**config.mk**
```make
export PLATFORM = sky130hd
export DESIGN_NAME = wb_stream_writer_cfg_mc_flat
export DESIGN_NICKNAME = d
export VERILOG_FILES = /design/src/rtl/wb_stream_writer_cfg_mc_pkg.sv /design/src/rtl/wb_stream_writer_cfg_mc_if.sv /design/src/rtl/wb_stream_writer_cfg_mc_ch.sv /design/src/rtl/wb_stream_writer_cfg_mc.sv /design/src/flat_wrapper.sv
export SDC_FILE = /design/constraint.sdc
export NUM_CORES = 1
export LEC_CHECK = 0
export CORE_MARGIN = 8
export CORE_UTILIZATION = 45
export DETAILED_ROUTE_END_ITERATION = 12
export PLACE_DENSITY = 0.75
export SYNTH_ARGS = -nofsm -noshare
export SYNTH_HDL_FRONTEND = slang
export SYNTH_SLANG_ARGS = --single-unit
```
**constraint.sdc**
```tcl
create_clock -name wb_clk_i -period 2 [get_ports wb_clk_i]
set_input_delay 0.2 -clock wb_clk_i [delete_from_list [all_inputs] [get_ports wb_clk_i]]
set_output_delay 0.2 -clock wb_clk_i [all_outputs]
set_load 0.005 [all_outputs]
```
**src/rtl/wb_stream_writer_cfg_mc_pkg.sv**
```systemverilog
// Shared register map, CTRL bit positions and width helper for the
// multi-channel stream writer configuration slave.
package wb_stream_writer_pkg;

  localparam logic [2:0] REG_CTRL       = 3'd0;
  localparam logic [2:0] REG_START_ADR  = 3'd1;
  localparam logic [2:0] REG_BUF_SIZE   = 3'd2;
  localparam logic [2:0] REG_BURST_SIZE = 3'd3;
  localparam logic [2:0] REG_BYTE_CNT   = 3'd4;
  localparam logic [2:0] REG_LOOP_CNT   = 3'd5;

  // CTRL read view
  localparam int CTRL_BUSY   = 0;
  localparam int CTRL_IRQ    = 1;
  localparam int CTRL_IRQ_EN = 2;
  localparam int CTRL_CONT   = 3;
  // CTRL write actions sharing the low bits
  localparam int CTRL_START  = 0;
  localparam int CTRL_CLR    = 1;

  function automatic int ch_w(input int n);
    return (n <= 1) ? 1 : $clog2(n);
  endfunction

endpackage

```
**src/rtl/wb_stream_writer_cfg_mc_if.sv**
```systemverilog
// Wishbone classic slave bundle for the stream writer configuration block.
interface wb_stream_writer_cfg_mc_if #(
  parameter int AW = 6,
  parameter int DW = 32
);
  logic [AW-1:0]   wb_adr_i;
  logic [DW-1:0]   wb_dat_i;
  logic [DW/8-1:0] wb_sel_i;
  logic            wb_we_i;
  logic            wb_cyc_i;
  logic            wb_stb_i;
  logic [2:0]      wb_cti_i;
  logic [1:0]      wb_bte_i;
  logic [DW-1:0]   wb_dat_o;
  logic            wb_ack_o;
  logic            wb_err_o;

  modport master (
    output wb_adr_i, wb_dat_i, wb_sel_i, wb_we_i, wb_cyc_i, wb_stb_i, wb_cti_i, wb_bte_i,
    input  wb_dat_o, wb_ack_o, wb_err_o
  );

  modport slave (
    input  wb_adr_i, wb_dat_i, wb_sel_i, wb_we_i, wb_cyc_i, wb_stb_i, wb_cti_i, wb_bte_i,
    output wb_dat_o, wb_ack_o, wb_err_o
  );
endinterface

```
**src/rtl/wb_stream_writer_cfg_mc_ch.sv**
```systemverilog
// One channel: config registers, busy fall detect, irq latch, loop counter
// and start / auto-restart pulse generation.
module wb_stream_writer_cfg_ch
  import wb_stream_writer_pkg::*;
#(
  parameter int WB_AW = 32,
  parameter int WB_DW = 32
) (
  input  logic             clk,
  input  logic             rst_n,
  input  logic             wr_en,
  input  logic [2:0]       reg_sel,
  input  logic [WB_DW-1:0] wr_data,
  output logic [WB_DW-1:0] rd_data,
  input  logic             busy,
  input  logic [WB_DW-1:0] tx_cnt,
  output logic             enable,
  output logic             irq,
  output logic             irq_en,
  output logic [WB_AW-1:0] start_adr,
  output logic [WB_AW-1:0] buf_size,
  output logic [WB_AW-1:0] burst_size
);

  localparam logic [WB_DW-1:0] BYTES_PER_WORD = WB_DW'(WB_DW / 8);

  logic             busy_r;
  logic             done;
  logic             cont;
  logic             ctrl_wr;
  logic             sw_start;
  logic [WB_DW-1:0] loop_cnt;

  assign ctrl_wr  = wr_en && (reg_sel == REG_CTRL);
  assign sw_start = ctrl_wr && wr_data[CTRL_START] && !busy;

  always_ff @(posedge clk or negedge rst_n) begin
    if (!rst_n) begin
      busy_r     <= 1'b0;
      done       <= 1'b0;
      enable     <= 1'b0;
      irq        <= 1'b0;
      irq_en     <= 1'b0;
      cont       <= 1'b0;
      start_adr  <= '0;
      buf_size   <= '0;
      burst_size <= '0;
      loop_cnt   <= '0;
    end else begin
      busy_r <= busy;
      done   <= busy_r && !busy;
      // restart uses cont as it stood before this edge, so clearing it
      // on the completion edge still lets the finished buffer re-arm once
      enable <= sw_start || (done && cont);
      irq    <= done || (irq && !(ctrl_wr && wr_data[CTRL_CLR]));
      if (ctrl_wr) begin
        irq_en <= wr_data[CTRL_IRQ_EN];
        cont   <= wr_data[CTRL_CONT];
      end
      if (wr_en && (reg_sel == REG_START_ADR))  start_adr  <= WB_AW'(wr_data);
      if (wr_en && (reg_sel == REG_BUF_SIZE))   buf_size   <= WB_AW'(wr_data);
      if (wr_en && (reg_sel == REG_BURST_SIZE)) burst_size <= WB_AW'(wr_data);
      if (wr_en && (reg_sel == REG_LOOP_CNT))
        loop_cnt <= done ? WB_DW'(1) : '0;
      else if (done)
        loop_cnt <= loop_cnt + WB_DW'(1);
    end
  end

  always_comb begin
    rd_data = '0;
    case (reg_sel)
      REG_CTRL: begin
        rd_data[CTRL_BUSY]   = busy;
        rd_data[CTRL_IRQ]    = irq;
        rd_data[CTRL_IRQ_EN] = irq_en;
        rd_data[CTRL_CONT]   = cont;
      end
      REG_START_ADR:  rd_data = WB_DW'(start_adr);
      REG_BUF_SIZE:   rd_data = WB_DW'(buf_size);
      REG_BURST_SIZE: rd_data = WB_DW'(burst_size);
      REG_BYTE_CNT:   rd_data = tx_cnt * BYTES_PER_WORD;
      REG_LOOP_CNT:   rd_data = loop_cnt;
      default:        rd_data = '0;
    endcase
  end

endmodule

```
**src/rtl/wb_stream_writer_cfg_mc.sv**
```systemverilog
// Multi-channel stream writer config/status slave: address decode, registered
// ack/err, read mux and per-channel register blocks.
module wb_stream_writer_cfg_mc
  import wb_stream_writer_pkg::*;
#(
  parameter int NUM_CH = 2,
  parameter int WB_AW  = 32,
  parameter int WB_DW  = 32
) (
  input  logic                    wb_clk_i,
  input  logic                    wb_rst_ni,
  wb_stream_writer_cfg_mc_if.slave wb,
  output logic                    irq,
  output logic [NUM_CH-1:0]       irq_vec,
  input  logic [NUM_CH-1:0]       busy,
  output logic [NUM_CH-1:0]       enable,
  input  logic [NUM_CH*WB_DW-1:0] tx_cnt,
  output logic [NUM_CH*WB_AW-1:0] start_adr,
  output logic [NUM_CH*WB_AW-1:0] buf_size,
  output logic [NUM_CH*WB_AW-1:0] burst_size
);

  localparam int CH_W = ch_w(NUM_CH);

  logic [CH_W-1:0]  ch_sel;
  logic [2:0]       reg_sel;
  logic             ch_ok;
  logic             reg_ok;
  logic             req;
  logic             commit;
  logic             ack_q;
  logic             err_q;
  logic [NUM_CH-1:0] irq_en_vec;
  logic [WB_DW-1:0] rd_vec [NUM_CH];
  logic             unused_ok;

  assign ch_sel  = wb.wb_adr_i[CH_W+4:5];
  assign reg_sel = wb.wb_adr_i[4:2];
  assign reg_ok  = (reg_sel <= REG_LOOP_CNT);

  if (NUM_CH == (1 << CH_W)) begin : g_ch_full
    assign ch_ok = 1'b1;
  end else begin : g_ch_part
    assign ch_ok = (int'(ch_sel) < NUM_CH);
  end

  // the ~ack/~err terms force the idle cycle between responses
  assign req    = wb.wb_cyc_i && wb.wb_stb_i && !ack_q && !err_q;
  assign commit = ack_q && wb.wb_cyc_i && wb.wb_stb_i && wb.wb_we_i;

  always_ff @(posedge wb_clk_i or negedge wb_rst_ni) begin
    if (!wb_rst_ni) begin
      ack_q <= 1'b0;
      err_q <= 1'b0;
    end else begin
      ack_q <= req && ch_ok && reg_ok;
      err_q <= req && !(ch_ok && reg_ok);
    end
  end

  for (genvar c = 0; c < NUM_CH; c++) begin : g_ch
    wb_stream_writer_cfg_ch #(
      .WB_AW (WB_AW),
      .WB_DW (WB_DW)
    ) u_ch (
      .clk        (wb_clk_i),
      .rst_n      (wb_rst_ni),
      .wr_en      (commit && (ch_sel == CH_W'(c))),
      .reg_sel    (reg_sel),
      .wr_data    (wb.wb_dat_i),
      .rd_data    (rd_vec[c]),
      .busy       (busy[c]),
      .tx_cnt     (tx_cnt[c*WB_DW +: WB_DW]),
      .enable     (enable[c]),
      .irq        (irq_vec[c]),
      .irq_en     (irq_en_vec[c]),
      .start_adr  (start_adr[c*WB_AW +: WB_AW]),
      .buf_size   (buf_size[c*WB_AW +: WB_AW]),
      .burst_size (burst_size[c*WB_AW +: WB_AW])
    );
  end

  assign wb.wb_dat_o = ch_ok ? rd_vec[ch_sel] : '0;
  assign wb.wb_ack_o = ack_q;
  assign wb.wb_err_o = err_q;
  assign irq         = |(irq_vec & irq_en_vec);

  assign unused_ok = ^{wb.wb_sel_i, wb.wb_cti_i, wb.wb_bte_i, wb.wb_adr_i[1:0]};

endmodule

```
**src/flat_wrapper.sv**
```systemverilog
// flat-port wrapper written by rule: the top's interface ports become plain ports
module wb_stream_writer_cfg_mc_flat import wb_stream_writer_pkg::*;
#(
  parameter int NUM_CH = 2,
  parameter int WB_AW  = 32,
  parameter int WB_DW  = 32
)
  (wb_clk_i, wb_rst_ni, irq, irq_vec, busy, enable, tx_cnt, start_adr, buf_size, burst_size, wb_wb_adr_i, wb_wb_dat_i, wb_wb_sel_i, wb_wb_we_i, wb_wb_cyc_i, wb_wb_stb_i, wb_wb_cti_i, wb_wb_bte_i, wb_wb_dat_o, wb_wb_ack_o, wb_wb_err_o);
  wb_stream_writer_cfg_mc_if #(.AW(((2) + 5)), .DW(WB_DW)) wb_i ();
  input  logic wb_clk_i;
  input  logic wb_rst_ni;
  output logic irq;
  output logic [NUM_CH-1:0] irq_vec;
  input  logic [NUM_CH-1:0] busy;
  output logic [NUM_CH-1:0] enable;
  input  logic [NUM_CH*WB_DW-1:0] tx_cnt;
  output logic [NUM_CH*WB_AW-1:0] start_adr;
  output logic [NUM_CH*WB_AW-1:0] buf_size;
  output logic [NUM_CH*WB_AW-1:0] burst_size;
  input wire logic [$bits(wb_i.wb_adr_i)-1:0] wb_wb_adr_i;
  input wire logic [$bits(wb_i.wb_dat_i)-1:0] wb_wb_dat_i;
  input wire logic [$bits(wb_i.wb_sel_i)-1:0] wb_wb_sel_i;
  input wire logic [$bits(wb_i.wb_we_i)-1:0] wb_wb_we_i;
  input wire logic [$bits(wb_i.wb_cyc_i)-1:0] wb_wb_cyc_i;
  input wire logic [$bits(wb_i.wb_stb_i)-1:0] wb_wb_stb_i;
  input wire logic [$bits(wb_i.wb_cti_i)-1:0] wb_wb_cti_i;
  input wire logic [$bits(wb_i.wb_bte_i)-1:0] wb_wb_bte_i;
  output wire logic [$bits(wb_i.wb_dat_o)-1:0] wb_wb_dat_o;
  output wire logic [$bits(wb_i.wb_ack_o)-1:0] wb_wb_ack_o;
  output wire logic [$bits(wb_i.wb_err_o)-1:0] wb_wb_err_o;
  assign wb_i.wb_adr_i = wb_wb_adr_i;
  assign wb_i.wb_dat_i = wb_wb_dat_i;
  assign wb_i.wb_sel_i = wb_wb_sel_i;
  assign wb_i.wb_we_i = wb_wb_we_i;
  assign wb_i.wb_cyc_i = wb_wb_cyc_i;
  assign wb_i.wb_stb_i = wb_wb_stb_i;
  assign wb_i.wb_cti_i = wb_wb_cti_i;
  assign wb_i.wb_bte_i = wb_wb_bte_i;
  assign wb_wb_dat_o = wb_i.wb_dat_o;
  assign wb_wb_ack_o = wb_i.wb_ack_o;
  assign wb_wb_err_o = wb_i.wb_err_o;
  wb_stream_writer_cfg_mc #(.NUM_CH(NUM_CH), .WB_AW(WB_AW), .WB_DW(WB_DW)) u_core (.wb_clk_i(wb_clk_i), .wb_rst_ni(wb_rst_ni), .wb(wb_i), .irq(irq), .irq_vec(irq_vec), .busy(busy), .enable(enable), .tx_cnt(tx_cnt), .start_adr(start_adr), .buf_size(buf_size), .burst_size(burst_size));
endmodule
```
==> flow_summary_export.csv <==
group,metric,value,unit
sta,fin_skew,0.0138,ns
clocking,cts_root_buf,"clkbuf_16",
sta,fin_crit,2.27,ns
drt,drt.antenna.violating_nets,0,
drt,wl,57300,microns
setup_path,crit_type,"reg -> out",
drt,drtIter0Drc,1345,
power,p_leak,8.97,nW
floorplanning,start_util,0.453,
sta,fin_setup_tns,-1.29,ns
drt,dr_total_vias,13152,
power,power.density,796,nW/um^2
final_layout,syn2layout_area_growth,48.4,%
floorplanning,rows,64,
place,place_area,18700,sq um
drt,detail_route.first_pass.iterations,7,
grt,use_met1,0.370,
clocking,path_clk_slew,0.06,ns
sta,period_share,1.14,
yosys,synth_ff_type,"dfrtp_1",
yosys,synth_compound_area_frac,0.150,
yosys,seq_area_frac_synth,0.491,
final_layout,regArea,6780,sq um
final_layout,fill_cells,2207,
grt,grt_busiest_layer,"met2",
power,vdd_ir_drop_max,604,uV
setup_path,cp-start-kind,"flop",
grt,grt_pass1_vias,13711,
grt,grt_util_met3,0.0770,
yosys,synthCells,1197,
yosys,synth_top_family_by_area,"multiplexers",
place,dp_hpwl,41000,microns
yosys,syn_nets,1318,
place,place.gp.congestion,0.963,
yosys,synth_mux_area_frac,0.203,
grt,grtUsageMet2,0.502,
sta,setup_violations,14,
final_layout,fin_area,20400,sq um
floorplanning,die_w,191,microns
drt,routedWlPerCell,27.1,microns
sta,rsz0062_at_grt,"yes",
final_layout,nNetsFinal,1812,
clocking,cts_made_buffers,29,
yosys,synth_xor_area_frac,0.0146,
setup_path,arrival,2.07,ns
sta,max_freq,440,MHz
yosys,synth_fa_ha_area_frac,0.00182,
sta,slew-limit-headroom,0.650,
grt,antenna_found_initial,6,
yosys,yosysWarningCount,0,
yosys,post_synth_num_cell_types,60,
floorplanning,ioPinCount,350,
run,cap_violations,0,
outcome,status,"finished with violations",
clocking,cts_max_path_buffers,3,
sta,hold_violations,0,
sta,final-max-slew-violation-count,0,
setup_path,cp_max_fo,2,
place,io_buffer_count,333,
grt,grt_usage,0.304,
drt,drc,0,
setup_path,crit_path_end_kind,"primary output",
floorplanning,dieArea,36400,sq um
yosys,ys_ff_latch,270,
yosys,synth_edf_count,0,
floorplanning,core,30300,sq um
final_layout,drive_gt1_frac,0.362,
sta,finalWorstSetupSlack,-0.271,ns
outcome,failed_checks,"negative setup slack",
clocking,clk_latency,0.56,ns
drt,viasPerCell,6.22,
clocking,h-tree-depth,1,
setup_path,cp.required,1.80,ns
final_layout,final_util,0.673,
hold_path,holdCritPathClass,"in -> async",
grt,grt.overflow.total,0,
final_layout,multi_input_area,6910,sq um
sta,worst_pin_slew,0.526,ns
yosys,yosys.area_share.simple,0.104,
clocking,cts_tree,"yes",
floorplanning,die_h,191,microns
grt,grt_pass1_wl,85100,microns
yosys,syn_avg_cell_area,11.5,sq um
clocking,clock-sinks,270,
yosys,syn-cell-area,13800,sq um
yosys,async_reset_ff_frac,1.00,
grt,grt_max_degree,57,
==> power breakdown <==
| part | internal (W) | switching (W) | total, W |
|---|---|---|---|
| logic | 0.00212 | 0.00220 | 0.00431 |
| registers | 0.00600 | 0.000627 | 0.00662 |
| clock network | 0.00306 | 0.00227 | 0.00532 |
==> timing repair <==
action | in CTS | in global routing
setup buffers | 55 | 10
gates resized for setup | 182 | 44
hold buffers | 1 | 0
hold endpoints to repair | 78 | 0
setup endpoints to repair | 41 | 49
pin swaps | 48 | 31
==> registers in the layout, indices dropped and copies added (netlist names) <==
signal,flops
u_core.g_ch.u_ch.burst_size,64
u_core.g_ch.u_ch.busy_r,2
u_core.wb.wb_err_o,1
u_core.g_ch.u_ch.enable,2
u_core.g_ch.u_ch.done,2
u_core.g_ch.u_ch.buf_size,64
u_core.g_ch.u_ch.loop_cnt,64
u_core.g_ch.u_ch.cont,2
u_core.wb.wb_ack_o,1
u_core.g_ch.u_ch.irq,2
u_core.g_ch.u_ch.irq_en,2
u_core.g_ch.u_ch.start_adr,64
==> per-stage QoR <==
step                      total power [W]  hold slack, ns  setup slack, ns  cells
after CTS                          0.0160           0.193           -0.265   2099
after floorplan                   0.00824         -0.0956            0.103   1197
final                              0.0163           0.175           -0.271   2114
after global placement             0.0103           0.172           -0.416   1994
after detailed placement           0.0104           0.174           -0.406   1994
after global routing               0.0168           0.223           -0.343   2112
==> placed cells by master, fill, tap and decap left out, types with 7 or more instances in the layout <==
cell type,instances
a31oi_1,10
nand3_1,23
mux2_2,205
nor2_1,38
nand2b_1,11
dfrtp_1,253
nand2_1,44
a21oi_2,16
clkbuf_8,7
o221a_2,7
and3_1,8
o21ai_0,16
nand4_1,24
clkdlybuf4s50_1,296
xnor2_1,9
buf_4,196
buf_2,19
o22a_1,24
a22oi_1,64
o31ai_1,15
a221oi_1,7
and2_1,8
dfrtp_2,17
and4_1,13
or3_1,12
a22o_1,10
a21oi_1,46
inv_1,9
buf_6,18
a21o_1,9
clkbuf_1,9
buf_12,20
clkbuf_16,29
or4_1,13
nand3b_1,12
xor2_1,14
a211oi_2,11
mux2i_1,36
==> worst max-delay path, stage by stage (launching register included) <==
cell	delay [ns]
dfrtp_1	0.40
mux2_4	0.17
a221o_1	0.20
buf_4	0.13
nand2_1	0.06
a2111oi_2	0.40
buf_6	0.15
==> layout make-up <==
| class | instances | share of cell area |
|---|---|---|
| inverter | 11 | 0.00202 |
| sequential | 270 | 0.332 |
| clock inverter | 7 | 0.00361 |
| tap | 396 | 0.0243 |
| multi-input combinational | 815 | 0.338 |
| clock buffer | 45 | 0.0419 |
| timing repair buffer | 564 | 0.257 |
| antenna | 6 | 0.000735 |
==> synthesized netlist by cell type, types with 6 or more instances <==
| cell | count | area, sq um |
|---|---|---|
| a221o_1 | 6 | 60.1 |
| a21oi_1 | 63 | 315 |
| or4_1 | 17 | 128 |
| a221oi_1 | 11 | 96.3 |
| mux2i_1 | 37 | 370 |
| o31ai_1 | 16 | 120 |
| or3_1 | 12 | 75.1 |
| xor2_1 | 14 | 123 |
| o21ai_0 | 21 | 105 |
| a22oi_1 | 70 | 526 |
| o22ai_1 | 6 | 37.5 |
| a21o_1 | 9 | 67.6 |
| mux2_2 | 210 | 2360 |
| o221a_2 | 7 | 78.8 |
| inv_1 | 10 | 37.5 |
| a31oi_1 | 11 | 68.8 |
| buf_2 | 25 | 125 |
| buf_1 | 9 | 33.8 |
| o22a_1 | 24 | 210 |
| and2_1 | 8 | 50.1 |
| nor3_1 | 7 | 35.0 |
| nor2_1 | 38 | 143 |
| nand4_1 | 24 | 150 |
| and4_1 | 16 | 140 |
| dfrtp_1 | 270 | 6760 |
| nand2b_1 | 11 | 68.8 |
| nand3b_1 | 12 | 90.1 |
| nand3_1 | 25 | 125 |
| a22o_1 | 10 | 87.6 |
| nor2b_1 | 9 | 56.3 |
| and3_1 | 10 | 62.6 |
| a211oi_1 | 15 | 113 |
| clkbuf_1 | 60 | 225 |
| nand2_1 | 45 | 169 |
| xnor2_1 | 9 | 78.8 |
==> path summary, 6_finish.rpt <==
path | from | endpoint | slack (ns) | cells past startpoint
max | u_core.g_ch[0].u_ch.loop_cnt[3] | wb_wb_dat_o[3] | -0.27 | 6
min | wb_rst_ni | u_core.g_ch[0].u_ch.burst_size[8] | 0.17 | 2
max reg2reg | u_core.g_ch[0].u_ch.loop_cnt[11] | u_core.g_ch[0].u_ch.loop_cnt[19] | -0.08 | 6
min reg2reg | u_core.wb.wb_err_o | u_core.wb.wb_err_o | 0.47 | 1
max in group asynchronous | wb_rst_ni | u_core.g_ch[0].u_ch.burst_size[15] | 1.09 | 3
min in group wb_clk_i | wb_wb_cyc_i | u_core.wb.wb_err_o | 0.26 | 3
==> cell families after synthesis <==
family	after synthesis
compound gates	290
flops	270
mux	250
simple gates	250
buf+inv	112
xor+xnor	23
fa+ha+maj	2
==> routing by layer <==
metal,up-vias,wire length [microns]
li1,5547,-
met1,6617,21300
met2,792,27400
met3,194,5630
met4,2,2990
met5,-,11
No activity file was read; power rests on OpenSTA's default activity.
